===== src/rtl/sprite_fetch.sv =====
// sprite_fetch: per-frame reader of the sprite register bank.
// On frame_start it checks the work-done flag, walks attribute registers
// 0..LAST_ADDR into a shadow set, then commits the whole set to the output
// bank on a single edge so the renderer never sees a half-updated frame.
// The output mapping below assumes the standard layout, i.e. LAST_ADDR >= 16.
module sprite_fetch #(
    parameter int FLAG_ADDR = 17,
    parameter int LAST_ADDR = 16
) (
    input  logic        clk,
    input  logic        rst_n,
    input  logic        frame_start,
    output logic [5:0]  reg_addr,
    input  logic [7:0]  reg_data,
    output logic        busy,
    output logic [7:0]  pac_x,
    output logic [7:0]  pac_y,
    output logic [7:0]  map_x,
    output logic [7:0]  map_y,
    output logic [31:0] ghost_x,
    output logic [31:0] ghost_y,
    output logic [9:0]  rot,
    output logic        commit,
    output logic        skipped,
    output logic        overrun
);

    localparam logic [5:0] FLAG_A   = 6'(FLAG_ADDR);
    localparam logic [4:0] LAST_IDX = 5'(LAST_ADDR);

    typedef enum logic [1:0] {
        ST_IDLE,
        ST_FLAG,
        ST_FETCH,
        ST_COMMIT
    } state_t;

    state_t      state;
    state_t      next_state;
    logic [4:0]  idx;
    logic [7:0]  shadow [0:LAST_ADDR];
    logic        commit_d;
    logic        skip_d;
    logic        overrun_d;

    // State register; reset drops any fetch in flight back to idle.
    always_ff @(posedge clk or negedge rst_n) begin
        if (!rst_n) begin
            state <= ST_IDLE;
        end else begin
            state <= next_state;
        end
    end

    // Next state, bank read address, busy and the pulse requests.
    always_comb begin
        next_state = state;
        reg_addr   = 6'd0;
        busy       = 1'b1;
        commit_d   = 1'b0;
        skip_d     = 1'b0;
        overrun_d  = frame_start && (state != ST_IDLE);
        case (state)
            ST_IDLE: begin
                busy = 1'b0;
                if (frame_start) begin
                    next_state = ST_FLAG;
                end
            end
            ST_FLAG: begin
                reg_addr = FLAG_A;
                if (reg_data == 8'd0) begin
                    next_state = ST_IDLE;
                    skip_d     = 1'b1;
                end else begin
                    next_state = ST_FETCH;
                end
            end
            ST_FETCH: begin
                reg_addr = {1'b0, idx};
                if (idx == LAST_IDX) begin
                    next_state = ST_COMMIT;
                end
            end
            ST_COMMIT: begin
                next_state = ST_IDLE;
                commit_d   = 1'b1;
            end
            default: begin
                next_state = ST_IDLE;
            end
        endcase
    end

    // Index counter: cleared on entering the walk, saturates at LAST_ADDR.
    always_ff @(posedge clk or negedge rst_n) begin
        if (!rst_n) begin
            idx <= 5'd0;
        end else if (state == ST_FLAG) begin
            idx <= 5'd0;
        end else if ((state == ST_FETCH) && (idx != LAST_IDX)) begin
            idx <= idx + 5'd1;
        end
    end

    // Shadow set captures one bank byte per fetch cycle.
    always_ff @(posedge clk or negedge rst_n) begin
        if (!rst_n) begin
            for (int i = 0; i <= LAST_ADDR; i++) begin
                shadow[i] <= 8'd0;
            end
        end else if (state == ST_FETCH) begin
            shadow[idx] <= reg_data;
        end
    end

    // Output bank: loaded from the shadow set only on the commit edge.
    always_ff @(posedge clk or negedge rst_n) begin
        if (!rst_n) begin
            pac_x   <= 8'd0;
            pac_y   <= 8'd0;
            map_x   <= 8'd0;
            map_y   <= 8'd0;
            ghost_x <= 32'd0;
            ghost_y <= 32'd0;
            rot     <= 10'd0;
        end else if (state == ST_COMMIT) begin
            pac_x   <= shadow[0];
            pac_y   <= shadow[1];
            map_x   <= shadow[3];
            map_y   <= shadow[4];
            ghost_x <= {shadow[14], shadow[11], shadow[8], shadow[5]};
            ghost_y <= {shadow[15], shadow[12], shadow[9], shadow[6]};
            rot     <= {shadow[16][1:0], shadow[13][1:0], shadow[10][1:0],
                        shadow[7][1:0], shadow[2][1:0]};
        end
    end

    // Status pulses appear the cycle after the event that caused them.
    always_ff @(posedge clk or negedge rst_n) begin
        if (!rst_n) begin
            commit  <= 1'b0;
            skipped <= 1'b0;
            overrun <= 1'b0;
        end else begin
            commit  <= commit_d;
            skipped <= skip_d;
            overrun <= overrun_d;
        end
    end

endmodule

===== config.mk =====
export PLATFORM = sky130hd
export DESIGN_NAME = sprite_fetch
export DESIGN_NICKNAME = d
export VERILOG_FILES = /design/src/rtl/sprite_fetch.sv
export SDC_FILE = /design/constraint.sdc
export NUM_CORES = 1
export LEC_CHECK = 0
export CAP_MARGIN = 20
export CORE_ASPECT_RATIO = 0.75
export CORE_MARGIN = 4
export CORE_UTILIZATION = 35
export DETAILED_ROUTE_END_ITERATION = 8
export GPL_TIMING_DRIVEN = 1
export PLACE_DENSITY = 0.54
export SYNTH_ARGS = -nofsm -noshare
export SYNTH_HDL_FRONTEND = slang
export SYNTH_SLANG_ARGS = --single-unit

===== constraint.sdc =====
create_clock -name clk -period 2.7 [get_ports clk]
set_input_delay 0.81 -clock clk [delete_from_list [all_inputs] [get_ports clk]]
set_output_delay 0.81 -clock clk [all_outputs]
set_load 0.02 [all_outputs]

After elaboration in Yosys (flattened, before gate mapping):

Cells that the tools add are included.

* flip-flop bits (word level): 252
* input bits: 11
* output and inout port bits: 116
* logic and storage cells: 62

* add/sub/neg operators: 1
* magnitude comparators: 2
* eq/ne operators: 7
* mux-type cells: 14
* bitwise operators: 1
* reductions and logical operators: 8

Operators with widths (count)
* 136-bit bitwise mux: 1
* 8-bit demux with 5-bit select: 1
* 5-bit 2-to-1 mux: 2
* 5-bit one-hot mux with 2 select lines: 1
* 8-bit zero test: 1
* 8-bit 2-to-1 mux: 1
* 2-bit one-hot mux with 4 select lines: 1
* 6-bit greater-or-equal comparator (second input constant): 1
* 6-bit by 1-bit less-than comparator with 1-bit output (second input constant): 1
* 2-bit 2-to-1 mux: 3
* 5-bit NOT with 6-bit output: 1
* 5-bit by 1-bit adder with 5-bit output (second input constant): 1
* 5-bit == test (second input constant): 1
* 5-bit inequality test (second input constant): 1
* 2-bit == test (second input constant): 2
* 1-bit 2-to-1 mux: 4
* 2-bit inequality test (second input constant): 2
* 2-bit nonzero test: 2
* 1-bit logical AND: 3
* 2-bit by 1-bit == test with 1-bit output (second input constant): 1
* 2-bit zero test: 1
* 2-bit AND reduction: 1

Longest topological paths before layout:

Gate-level depths: netlist (run 1).

* depth after elaboration: 6
* gate-level depth with buffers: 7
* depth with buffers taken out: 5

Worst setup path after synthesis (run 1):

OpenSTA, ideal clock, no wires.

* path kind: register to output
* start point: reg state[0]
* end point: out reg_addr[0]
* arrival: 1.499 ns
* data required time: 1.890 ns
* path slack: 0.391 ns
* stages on the path, launching flop included: 7
* path buffers: 2
* cells stage by stage: dfrtp_1 inv_1 ha_1 buf_2 clkbuf_1 a21oi_1 nor2b_1

* cells in the longest elaborated chain, start to end: 2
* elaborated cells between the ends (all ways): 3
* classes of those cells: eq/ne (2); mux (1)

RTL lines
* from (decl): line 38 `state_t state;`
* from (signal assigned): line 51 `state <= next_state;`
* 2-bit == test or 2-bit by 1-bit == test with 1-bit output (tied branches): line 63 `case (state)`
* 5-bit one-hot mux with 2 select lines (*): line 63
* to (decl): line 13 `output logic [5:0] reg_addr,`

Every way passes the cells marked *; elsewhere a longest branch is shown, timed or not.

Worst setup path in the final report (run 1):

* start point: reg state[0]
* end point: out reg_addr[4]

The elaborated chain is that of the path after synthesis.

==> results of run 1 <==
## cells in the final DEF, fill, tap and decap left out, types with 6 or more instances in the layout
cell               n
dfrtp_1          221
mux2_2           204
clkdlybuf4s50_1  118
clkbuf_16         23
buf_4             15
nor2_8             9
mux2_4             8
nor2_1             7
inv_1              6
ha_1               6
clkbuf_1           6
## state kept, by name (all words and copies together), names as in the netlist, 8 cells and up, named ones only
| signal | count |
|---|---|
| ghost_y | 32 |
| ghost_x | 32 |
| map_y | 8 |
| pac_x | 8 |
| pac_y | 8 |
| map_x | 8 |
| rot | 10 |
| shadow | 106 |
## worst max-delay path, delay by kind of cell (launching register included)
family                   cells  cell delay, ns
AO/OA/AOI/OAI                1            0.08
adder cells (fa/ha/maj)      1            0.22
buffers and inverters        2            0.49
flip-flops                   1            0.39
AND/OR/NAND/NOR              1            0.12
## metrics by stage
| step | utilization | hold WS [ns] | setup WS [ns] | cell area (µm²) | total power [µW] |
|---|---|---|---|---|---|
| after global placement | 0.431 | 0.466 | 0.264 | 10500 | 6390 |
| after global routing | 0.465 | 0.319 | 0.0157 | 11300 | 10200 |
| after CTS | 0.465 | 0.307 | 0.0188 | 11300 | 9890 |
| final | 0.465 | 0.277 | 0.0948 | 11300 | 9760 |
| after detailed placement | 0.431 | 0.483 | 0.186 | 10500 | 6490 |
| after floorplan | - | 0.452 | 0.391 | 8760 | 5450 |
## power breakdown
group / internal (µW) / total (µW) / leakage, µW / switching (µW)
Combinational: 1170 / 2340 / 0.00202 / 1170
Clock: 2070 / 3360 / 0.000392 / 1300
Sequential: 3780 / 4060 / 0.00302 / 274
## repair_timing
item	CTS	global route
buffers inserted	0	0
endpoints found under the setup margin	6	3
gates resized for setup	12	3
## kinds of logic after synthesis
family,after synthesis
buf+inv,36
xor+xnor,3
fa+ha+maj,9
other cells,1
mux,213
simple gates,44
compound gates,10
flops,222
## final timing paths
check | to | cells past startpoint | slack [ns] | start
max | reg_addr[4] | 5 | 0.09 | state[0]
min | shadow[129] | 1 | 0.28 | rst_n
max reg2reg | shadow[21] | 6 | 0.51 | state[0]
min reg2reg | shadow[83] | 1 | 0.50 | shadow[83]
max in group asynchronous | map_x[7] | 2 | 1.66 | rst_n
min in group clk | shadow[83] | 1 | 0.50 | shadow[83]
## layer usage
metal | share of wire | GRT usage | vias to the layer above
met5 | 0 | 0 | -
met4 | 0.020 | 0.0337 | 0
met3 | 0.043 | 0.0298 | 32
met2 | 0.44 | 0.228 | 109
met1 | 0.49 | 0.223 | 2564
li1 | - | - | 2155
## area by class of cell
type / count / area (µm²) / area share
multi-input combinational: 280 / 3060 / 0.271
inverter: 6 / 22.5 / 0.00199
tap: 331 / 414 / 0.0367
timing repair buffer: 144 / 1440 / 0.128
clock buffer: 33 / 653 / 0.0578
clock inverter: 8 / 148 / 0.0131
sequential: 222 / 5560 / 0.492
==> key figures, run 1 <==
Status
  – Result of the run: finished, final reports clean

Synth
  – Mean instance size in the synthesized netlist: between 15 and 20 µm²
  – Library cell with the highest instance count after synthesis: dfrtp_1
  – Number of flip-flops and latches in the synthesized netlist: 222
  – Number of synthesis warnings: 0
  – Cell area after technology mapping: a little under 0.009 mm²
  – Sequential fraction of the synthesis area: 0.634
  – Top cell types by occurrence after synthesis: dfrtp_1 (222), mux2_2 (204), clkbuf_1 (14)
  – Main combinational cell family by area after synthesis: multiplexers
  – Share of synthesized cell area in full adder, half adder and majority cells: 0.0129
  – Parity-gate share of the synthesized area counting xor and xnor cells: 0.00300
  – Share of flip-flops with an asynchronous set or reset after synthesis: 1.00
  – Synthesized instance count: roughly 540
  – Cell type contributing the most total cell area after synthesis: dfrtp_1
  – Top post-synthesis cells by area: dfrtp_1 (63%), mux2_2 (26%), nor2_8 (2.1%), mux2_4 (1.4%), ha_1 (1.3%)
  – Complex-gate fraction of the synthesized area: 0.00686
  – Number of library cell types mapped by synthesis: 35
  – Count of flip-flops with a built-in enable after synthesis: 0
  – Simple-gate portion of the synthesized area: 0.0446
  – Multiplexer fraction of the synthesized cell area: 0.277
  – Share of Yosys cell area claimed by the top area cell type: 0.634
  – Main synth FF type: dfrtp_1
  – Post-synth net total: 558

Finish
  – Diode count: 0
  – Fillers: about 2,100
  – Final non-filler cell total: 1,024
  – Area grow syn2layout: 28.9%
  – Net count reported at finish: 697
  – Share of layout cells above drive strength 1: 0.413

CTS
  – Root Buffer Master: clkbuf_16
  – CTS tree: yes
  – Reg clk slew, reported paths: roughly 0.060 ns
  – Clock sink total: around 220
  – CTS buffer count: 23
  – Buffers from clock root to sink, at most: 3
  – Cts-stage hold buffer count: 0
  – Maximum level of the CTS H-tree: 1
  – Worst skew pair latency: 0.50 ns

Pwr
  – Highest ir drop seen on vdd: 391 µV
  – Power density normalized to cell area: a little under 900 mW/mm²
  – Cell leakage power: 0.00544 µW

Die
  – Die boundary height: 145 µm
  – Die boundary width: approximately 190 µm
  – Number of placement rows: 49
  – Area enclosed by the die boundary: 0.0276 mm²
  – Standard cell core area: 0.0243 mm²
  – Count of boundary I/O pins: about 130
  – Initial Util: 0.361

Critical path
  – Type of element capturing the critical path: primary output
  – Crit path required time: 1.89 ns
  – Crit start category: register
  – CP peak stage delay: about 0.39 ns
  – CP Class: register to primary output
  – CP cell instances: inv_1 -> ha_4 -> a21oi_1 -> nor2b_1 -> clkdlybuf4s15_1
  – Cell at the slowest stage of the critical path: dfrtp_1
  – CP Data Arrival Time: between 1.5 and 2 ns
  – Maximum fanout along the worst path: 9

STA
  – Clock Skews: 0.00776 ns
  – Final number of max-transition violations: 0
  – Max-slew headroom at the worst pin: 0.572
  – Minimum period implied by the final worst setup slack: around 2.6 ns
  – RSZ-0062 raised after global routing: no
  – Transition time of the tightest slew-check pin: around 0.64 ns
  – Fin Setup TNS: 0 ns
  – Fmax: about 380 MHz
  – Final count of negative-setup-slack endpoints: 0
  – Tcrit/Tclk final: 0.965
  – Count of endpoints failing hold in the final timing report: 0

Route
  – Number of search-and-repair iterations in the first detailed-routing pass: 4
  – Average vias per placed instance: ~4.7
  – Number of DRC violations after detailed routing: 0
  – Drt wl/cell: 20.2 µm
  – Total number of vias: around 4,900
  – Post-detailed-route count of antenna-violating nets: 0
  – Wire length after detailed routing: 20.6 mm
  – Starting DRT DRC Count: about 250

GRT
  – Maximum number of pins on one net before global-route repair: 78
  – Global-route usage over all layers: 0.150
  – Wire length of the first global-routing pass: between 30 and 40 mm
  – Via count of the first global-routing pass: roughly 5,400
  – Remaining Overflow, GRT: 0
  – Number of antenna violations at the first check in global routing: 0

Min path
  – Type of the tightest min-delay check: primary input to async pin

Placed design
  – Gpl congestion: 0.800
  – # placed instances: between 900 and 1,000
  – Number of buffers inserted by port buffering: between 100 and 150
  – DP Wirelength: around 14 mm

Run
  – Max-cap violations: 0
Note: power is estimated with default switching activity, not from simulation.
==> run 2, diff against run 1 <==
--- a/config.mk
+++ b/config.mk
@@ -8,10 +8,11 @@
 export CAP_MARGIN = 20
 export CORE_ASPECT_RATIO = 0.75
 export CORE_MARGIN = 4
-export CORE_UTILIZATION = 35
+export CORE_UTILIZATION = 53
+export CTS_BUF_LIST = sky130_fd_sc_hd__clkbuf_4 sky130_fd_sc_hd__clkbuf_8
 export DETAILED_ROUTE_END_ITERATION = 8
 export GPL_TIMING_DRIVEN = 1
-export PLACE_DENSITY = 0.54
+export PLACE_DENSITY = 0.77
 export SYNTH_ARGS = -nofsm -noshare
 export SYNTH_HDL_FRONTEND = slang
 export SYNTH_SLANG_ARGS = --single-unit
==> run 2 against run 1 <==
Non-clock buffer count shrank 2. Global-route usage grew 5.3 points. Largest cell class unchanged. Critical path type unchanged. Clock-buffer cell count grew 23. Highest routed layer is now met5. Clock skew is essentially flat. Register-to-register slack gained 0.02 ns.
==> key figures, run 2 (synthesis gave the netlist of run 1 again) <==
Status
  – Result of the run: finished, final reports clean

STA
  – RSZ-0062 raised after global routing: no
  – Count of endpoints failing hold in the final timing report: 0 (unchanged)
  – Tcrit/Tclk final: 0.970 (+0.00519)
  – Final number of max-transition violations: 0 (unchanged)
  – Minimum period implied by the final worst setup slack: 2.62 ns (+0.0140 ns)
  – Fmax: 382 MHz (-0.53%)
  – Max-slew headroom at the worst pin: 0.604 (+0.0318)
  – Clock Skews: 0.00749 ns (-0.000272 ns)
  – Final hold slack: 0.300 ns (+0.0231 ns)
  – Final count of negative-setup-slack endpoints: 0 (unchanged)
  – Fin Setup TNS: 0 ns (unchanged)
  – Transition time of the tightest slew-check pin: 0.594 ns (-0.0478 ns)

Critical path
  – Critical R2R Capture: shadow[24]
  – CP peak stage delay: 0.45 ns (+0.06 ns)
  – Family of cells with the greatest summed delay on the critical path: buffers and inverters
  – Number of cells on the worst reg-to-reg path: 6 (unchanged)
  – Cell at the slowest stage of the critical path: dfrtp_2
  – Crit path required time: 1.89 ns (about the same)
  – CP Data Arrival Time: 1.81 ns (about the same)
  – Crit start category: register
  – Internal reg-to-reg setup slack: 0.53 ns (+0.02 ns)
  – CP cell instances: inv_1 -> ha_1 -> nor2b_1 -> dlygate4sd2_1
  – Type of element capturing the critical path: primary output
  – Cell count along the critical path: 4 (-1)
  – Maximum fanout along the worst path: 4 (-5)
  – Crit path to: reg_addr[4]
  – Buf+Inv Stages, Crit Path: 2 (unchanged)
  – Startpoint of the lowest-slack register-to-register path: state[0]
  – CP Class: register to primary output

Run
  – Max-cap violations: 0 (unchanged)

GRT
  – Number of antenna violations at the first check in global routing: 1 (+1)
  – Via count of the first global-routing pass: 5,488 (+2.4%)
  – Remaining Overflow, GRT: 0 (unchanged)
  – Maximum number of pins on one net before global-route repair: 78 (unchanged)
  – Wire length of the first global-routing pass: 29.9 mm (-8.4%)
  – Global-route usage over all layers: 0.203 (+0.0529)

CTS
  – Root Buffer Master: clkbuf_8
  – Clock sink total: 222 (unchanged)
  – CTS tree: yes
  – Maximum level of the CTS H-tree: 2 (+1)
  – CTS buffer count: 35 (+52%)
  – Reg clk slew, reported paths: 0.06 ns (about the same)
  – Buffers from clock root to sink, at most: 3 (unchanged)
  – Worst skew pair latency: 0.49 ns (about the same)
  – Setup repair bufs after CTS: 0 (unchanged)

Placed design
  – DP Wirelength: 12.4 mm (-10%)
  – Gpl congestion: 0.813 (+1.7%)
  – Number of buffers inserted by port buffering: 125 (unchanged)

Die
  – Die boundary height: 119 µm (-18%)
  – Number of placement rows: 40 (-18%)
  – Count of boundary I/O pins: 127 (unchanged)
  – Area enclosed by the die boundary: 0.0187 mm² (-32%)
  – Standard cell core area: 0.0161 mm² (-34%)
  – Die boundary width: 156 µm (-18%)
  – Initial Util: 0.543 (+0.183)

Route
  – Average vias per placed instance: 5.33 (+12%)
  – Drt wl/cell: 20.0 µm (-0.94%)
  – Wire length after detailed routing: 18.4 mm (-11%)
  – Number of DRC violations after detailed routing: 0 (unchanged)
  – Starting DRT DRC Count: 171 (-32%)
  – Number of search-and-repair iterations in the first detailed-routing pass: 4 (unchanged)
  – Post-detailed-route count of antenna-violating nets: 0 (unchanged)
  – Total number of vias: 4,908 (+0.99%)

Min path
  – Type of the tightest min-delay check: primary input to async pin

Pwr
  – Cell leakage power: 0.00544 µW (about the same)
  – Power density normalized to cell area: 836 mW/mm² (-3.2%)
  – Highest ir drop seen on vdd: 395 µV (+1.0%)

Finish
  – Most flop-heavy register: shadow
  – Fillers: 1,115 (-48%)
  – Most frequent cells in the layout: dfrtp_1 (221), mux2_2 (204), clkdlybuf4s50_1 (118), clkbuf_8 (47), buf_4 (12)
  – Share of layout cells above drive strength 1: 0.434 (+0.0211)
  – Net count reported at finish: 707 (+1.4%)
  – Registers with the highest flip-flop counts: shadow (106), ghost_x (32), ghost_y (32)
  – Number of flip-flops under the largest register name: 106 (unchanged)
  – Commonest non-fill, non-tap cell in the layout: dfrtp_1
  – Area grow syn2layout: 26.5%
  – Diode count: 0 (unchanged)
-- run 2: cell count changes in the layout (fill, tap and decap cells not counted), sizes merged --
| cell | previous run | this run |
|---|---|---|
| clkinv | 4 | 3 |
| bufinv | 4 | 0 |
| dlygate4sd2 | 3 | 5 |
| buf | 20 | 18 |
| clkbuf | 34 | 56 |
| clkdlybuf4s15 | 2 | 1 |
| clkinvlp | 0 | 1 |
-- run 2: worst min-delay path by stage --
stage	from	to	slack, ns	cells after the start
3_3_place_gp	shadow[83]	shadow[83]	0.47	1
4_1_cts	rst_n	pac_x[0]	0.31	1
2_1_floorplan	shadow[83]	shadow[83]	0.45	1
5_1_grt	rst_n	pac_x[0]	0.34	1
6_report	rst_n	pac_x[0]	0.30	1
3_5_place_dp	shadow[83]	shadow[83]	0.47	1
-- run 2: layout make-up --
type | instances | area (µm²) | area share
Inverter | 6 | 22.5 | 0.00203
Clock inverter | 4 | 22.5 | 0.00203
Timing Repair Buffer | 142 | 1440 | 0.130
Clock buffer | 56 | 714 | 0.0645
Tap cell | 210 | 263 | 0.0237
Multi-Input combinational cell | 280 | 3060 | 0.276
Sequential cell | 222 | 5560 | 0.502
-- run 2: per-stage QoR --
step	setup WS (ns)	cell area [µm²]	instances	total power (µW)	utilization
finish	0.0808	11100	920	9260	0.687
global route	0.0134	11100	920	9710	0.687
CTS	0.0129	11100	920	9340	0.686
detailed placement	0.196	10300	860	6440	0.640
global placement	0.269	10300	860	6330	0.640
floorplan	0.391	8760	538	5450	-
-- run 2: power by group --
part           switching [µW]  internal [µW]  leakage [µW]
registers                 275           3780       0.00302
clock network            1230           1670      0.000391
logic                    1130           1170       0.00202
total                    2640           6630       0.00544
-- run 2: routing by layer --
| layer | up-vias | share of wire | GRT usage | routed length (µm) |
|---|---|---|---|---|
| met2 | 138 | 0.45 | 0.305 | 8240 |
| li1 | 2179 | - | - | - |
| met3 | 32 | 0.061 | 0.0469 | 1110 |
| met4 | 2 | 0.018 | 0.0493 | 334 |
| met1 | 2557 | 0.47 | 0.301 | 8680 |
| met5 | - | 0.00071 | 0 | 13 |
-- run 2: timing repair --
action / in CTS / in global routing
setup endpoints to repair: 6 / 4
hold buffers: 0 / 0
gates cloned: 0 / 0
resized for setup: 8 / 4
==> run 3, diff against run 2 <==
--- a/config.mk
+++ b/config.mk
@@ -11,6 +11,7 @@
 export CORE_UTILIZATION = 53
 export CTS_BUF_LIST = sky130_fd_sc_hd__clkbuf_4 sky130_fd_sc_hd__clkbuf_8
 export DETAILED_ROUTE_END_ITERATION = 8
+export GPL_ROUTABILITY_DRIVEN = 0
 export GPL_TIMING_DRIVEN = 1
 export PLACE_DENSITY = 0.77
 export SYNTH_ARGS = -nofsm -noshare
==> results of run 3 <==
Final layout, timing and power as in run 2 (identical DEF).
==> variant 1, RTL diff (flow settings as in run 1) <==
Change the parameter `LAST_ADDR` from 16 to 18. Comments in the files are not updated.
--- a/src/rtl/sprite_fetch.sv
+++ b/src/rtl/sprite_fetch.sv
@@ -5,7 +5,7 @@
 // The output mapping below assumes the standard layout, i.e. LAST_ADDR >= 16.
 module sprite_fetch #(
     parameter int FLAG_ADDR = 17,
-    parameter int LAST_ADDR = 16
+    parameter int LAST_ADDR = 18
 ) (
     input  logic        clk,
     input  logic        rst_n,
Behaviour: same outputs for any inputs over 10 cycles, from zero or initial values and one cycle with rst_n low; that may be too few to reach the edited logic, so the function may still have changed.
==> variant 1 against run 1 <==
Die area about the same. Critical path depth decreased by 1. Final area decreased by 1.3%. Clock power decreased by 15%. Setup slack improved by 0.0088 ns. Area after synthesis about the same. Synthesized cell count increased by 0.19%. Wire length decreased by 4.5%. Total power decreased by 6.0%. Register-to-register slack got worse by 0.08 ns. Sequential cell count unchanged. Highest routed layer unchanged.
==> variant 1: results (changes against run 1) <==
[pwr]
p_clk_share_pct=30.9  ; was 34.5%
p_switching_mw=2.622  ; was 2.742 mW
power.leakage_nw=5.339  ; was 5.437 nW
power_density_nw_per_um2=823.6  ; was 864.0 nW/um2

[global_route]
grt_use_met1_pct=21.84  ; was 22.26%
antenna_found_initial=1  ; was 0
grt_pass1_vias=5250  ; was 5359
grt_usage_pct=14.22  ; was 14.96%
met2_usage_pct=20.86  ; was 22.81%
grt_max_degree=108  ; was 78
gr-usage-met3_pct=3.458  ; was 2.978%

[finish]
multiInputGateArea_um2=3058  ; was 3059 um2
fin_area_um2=11140  ; was 11290 um2
nClkBuffers=31  ; was 33
multi_input_gates=281  ; was 280
buffer_area_share_pct=12.80  ; was 12.75%
nNonClkBuffers=141  ; was 144
final_layout_size_suffix_gt1_share_pct=41.11  ; was 41.27%
stdcell_count=1018  ; was 1024

[synth]
synthMuxAreaShare_pct=27.39  ; was 27.73%
syn_nets=559  ; was 558
synth_cells=539  ; was 538
synth_commonest_cells=dfrtp_1 (222), mux2_2 (210), clkbuf_1 (17)  ; was dfrtp_1 (222), mux2_2 (204), clkbuf_1 (14)
synth_area_leaders=dfrtp_1 (63%), mux2_2 (27%), nor2_8 (2.1%)  ; was dfrtp_1 (63%), mux2_2 (26%), nor2_8 (2.1%)
synth_cell_type_count=36  ; was 35

[clock_tree]
cts_inserted_buffers=22  ; was 23

[timing]
finalWorstSetupSlack_ns=0.1036  ; was 0.09481 ns
worst_clock_skew_ns=0.01509  ; was 0.007759 ns

[placement]
pre_cts_ws_ns=0.1054  ; was 0.1863 ns
place_inst=982  ; was 983
place_hpwl_mm=12.85  ; was 13.77 mm

[route]
drtIter0Drc=233  ; was 253
wl_met1_mm=9.820  ; was 10.20 mm
wl_per_cell_um=19.36  ; was 20.16 um
dr_wl_met3_mm=1.253  ; was 893 um
vias=4835  ; was 4860

[worst_setup_path]
cp_max_fo=4  ; was 9
path_delay_family=flip-flops  ; was buffers and inverters

[run_status]
status=completed  ; unchanged

-- variant 1: cells by family (layout without fill, tap and decap cells) --
logic type	count (synthesis)	after routing
DFF	222	222
and+or+nand+nor	44	44
buffers and inverters	36	183
xor gates and xnor gates	2	2
other	1	2
muxes	213	213
adders and majority gates	9	9
AOI/OAI and AO/OA	12	12
-- variant 1: repair_timing --
action / in CTS / in global routing
hold buffers: 0 / 0
endpoints found under the setup margin: 6 / 5
gates resized for setup: 15 / 3
-- variant 1: worst min path at each step --
stage	start	end	slack (ns)
3_5_place_dp	shadow[57]$_DFFE_PN0P_	shadow[57]$_DFFE_PN0P_	0.48
3_3_place_gp	shadow[56]$_DFFE_PN0P_	shadow[56]$_DFFE_PN0P_	0.47
6_report	rst_n	commit$_DFF_PN0_	0.24
5_1_grt	rst_n	commit$_DFF_PN0_	0.27
4_1_cts	rst_n	commit$_DFF_PN0_	0.27
2_1_floorplan	shadow[56]$_DFFE_PN0P_	shadow[56]$_DFFE_PN0P_	0.45
==> variant 2, RTL diff (config.mk and constraints of run 1) <==
Made on the original files. Put one more register stage on the output `ghost_y`. The value now appears one clock later. The other outputs are not delayed to match.
--- a/src/rtl/sprite_fetch.sv
+++ b/src/rtl/sprite_fetch.sv
@@ -34,6 +34,8 @@
         ST_FETCH,
         ST_COMMIT
     } state_t;
+
+    logic [31:0] ghost_y_s0;
 
     state_t      state;
     state_t      next_state;
@@ -122,7 +124,7 @@
             map_x   <= 8'd0;
             map_y   <= 8'd0;
             ghost_x <= 32'd0;
-            ghost_y <= 32'd0;
+            ghost_y_s0 <= 32'd0;
             rot     <= 10'd0;
         end else if (state == ST_COMMIT) begin
             pac_x   <= shadow[0];
@@ -130,7 +132,7 @@
             map_x   <= shadow[3];
             map_y   <= shadow[4];
             ghost_x <= {shadow[14], shadow[11], shadow[8], shadow[5]};
-            ghost_y <= {shadow[15], shadow[12], shadow[9], shadow[6]};
+            ghost_y_s0 <= {shadow[15], shadow[12], shadow[9], shadow[6]};
             rot     <= {shadow[16][1:0], shadow[13][1:0], shadow[10][1:0],
                         shadow[7][1:0], shadow[2][1:0]};
         end
@@ -149,4 +151,8 @@
         end
     end
 
+    always_ff @(posedge clk) begin
+        ghost_y <= ghost_y_s0;
+    end
+
 endmodule
Behaviour: same outputs for any inputs over 10 cycles, from zero or initial values and one cycle with rst_n low; that may be too few to reach the edited logic, so the function may still have changed.
==> variant 2 against run 1 <==
Setup slack better by 0.038 ns. Final area rose by 6.5%. Area after synthesis grew 7.1%. Core utilization decreased by 0.53 points. Total power rose by 6.7%. Critical endpoint is now reg_addr[0]. Sequential cell count grew 32. Via count rose by 4.2%. Largest power group unchanged. Wire length decreased by 0.79%. Register-to-register slack better by 0.04 ns. Critical path type unchanged.
==> variant 2: results (changes against run 1) <==
[run_status]
status=completed  ; unchanged

[finish]
multi_input_area_share_pct=25.43  ; was 27.09%
seq_area_um2=6197  ; was 5557 um2
final-clk-cell-share_pct=6.978  ; was 7.091%
nNonClkBuffers=148  ; was 144
nets=735  ; was 697
buffer_area_share_pct=12.32  ; was 12.75%
nClkBuffers=37  ; was 33
final_layout_size_suffix_gt1_share_pct=40.05  ; was 41.27%

[global_route]
grt_max_degree=60  ; was 78
grt_use_met1_pct=21.58  ; was 22.26%
gr-usage-met3_pct=2.701  ; was 2.978%
grt_pass1_vias=5564  ; was 5359
met2_usage_pct=21.24  ; was 22.81%

[synth]
synth_commonest_cells=dfrtp_1 (222), mux2_2 (202), dfxtp_1 (32)  ; was dfrtp_1 (222), mux2_2 (204), clkbuf_1 (14)
seq_area_frac_synth_pct=66.04  ; was 63.43%
synth_cells=569  ; was 538
synth_cell_type_count=36  ; was 35
synth_area_leaders=dfrtp_1 (59%), mux2_2 (24%), dfxtp_1 (6.8%)  ; was dfrtp_1 (63%), mux2_2 (26%), nor2_8 (2.1%)
synthArstFlopShare_pct=87.40  ; was 100.0%

[pwr]
ir_drop_mv=0.5342  ; was 0.3912 mV
powerSeq_mw=4.52  ; was 4.06 mW
p_clk_share_pct=33.9  ; was 34.5%
p_clk_mw=3.52  ; was 3.36 mW
p_switching_mw=2.841  ; was 2.742 mW
power.leakage_nw=5.728  ; was 5.437 nW

[route]
drtIter0Drc=173  ; was 253
routed_wirelength_mm=20.48  ; was 20.65 mm
route.met2.wl_mm=8.888  ; was 9.136 mm

[placement]
place_hpwl_mm=13.69  ; was 13.77 mm
dpl-instance-area_um2=11170  ; was 10480 um2
pre_cts_ws_ns=0.1626  ; was 0.1863 ns
place_inst=1031  ; was 983

[floorplan]
n_tap_cell=344  ; was 331

[timing]
worst_clock_skew_ns=0.01075  ; was 0.007759 ns

[worst_setup_path]
worstPathArrival_ns=1.76  ; was 1.80 ns

[variant 2: changes by cell type after synthesis]
cell	run 1	this run
buf_1	3	1
buf_2	7	6
buf_4	2	5
buf_6	4	1
clkbuf_1	14	16
dfxtp_1	0	32
mux2_1	1	3
mux2_2	204	202
nand2_1	4	3
nand2_2	0	2
nand2_4	1	0
nor2_1	7	6
nor2_2	3	4
[variant 2: cells by family after synthesis]
logic type | Yosys count | share of synthesized area [%]
flip-flops | 254 | 66.04
AND/OR/NAND/NOR | 44 | 4.160
multiplexers | 213 | 25.88
XOR/XNOR | 3 | 0.2801
adder cells (fa/ha/maj) | 9 | 1.200
other | 1 | 0.03997
AO/OA/AOI/OAI | 10 | 0.6401
buffers and inverters | 35 | 1.760
[variant 2: path summary, 6_finish.rpt]
kind                                           start                        end  slack [ns]  depth (start not counted)
hold reg to reg            ghost_y_s0[9]$_DFFE_PN0P_         ghost_y[9]$_DFF_P_        0.35                          0
setup / recovery                           flip-flop                reg_addr[0]        0.13                          4
max in group asynchronous                      rst_n  ghost_y_s0[1]$_DFFE_PN0P_        1.80                          2
setup reg to reg                state[0]$_DFFE_PN0P_     shadow[16]$_DFFE_PN0P_        0.55                          6
min in group clk           ghost_y_s0[9]$_DFFE_PN0P_         ghost_y[9]$_DFF_P_        0.35                          0
hold / removal                                 rst_n       pac_y[3]$_DFFE_PN0P_        0.22                          1
[variant 2: repair_timing]
item / CTS / global route
gates resized for setup: 11 / 4
setup endpoints to repair: 6 / 4
setup buffers: 1 / 0
[variant 2: worst max-delay path: stages, from the launching register on]
cell and delay (ns):
dfrtp_2 0.44, inv_1 0.15, ha_1 0.26, nor2b_1 0.13, clkdlybuf4s15_2 0.25
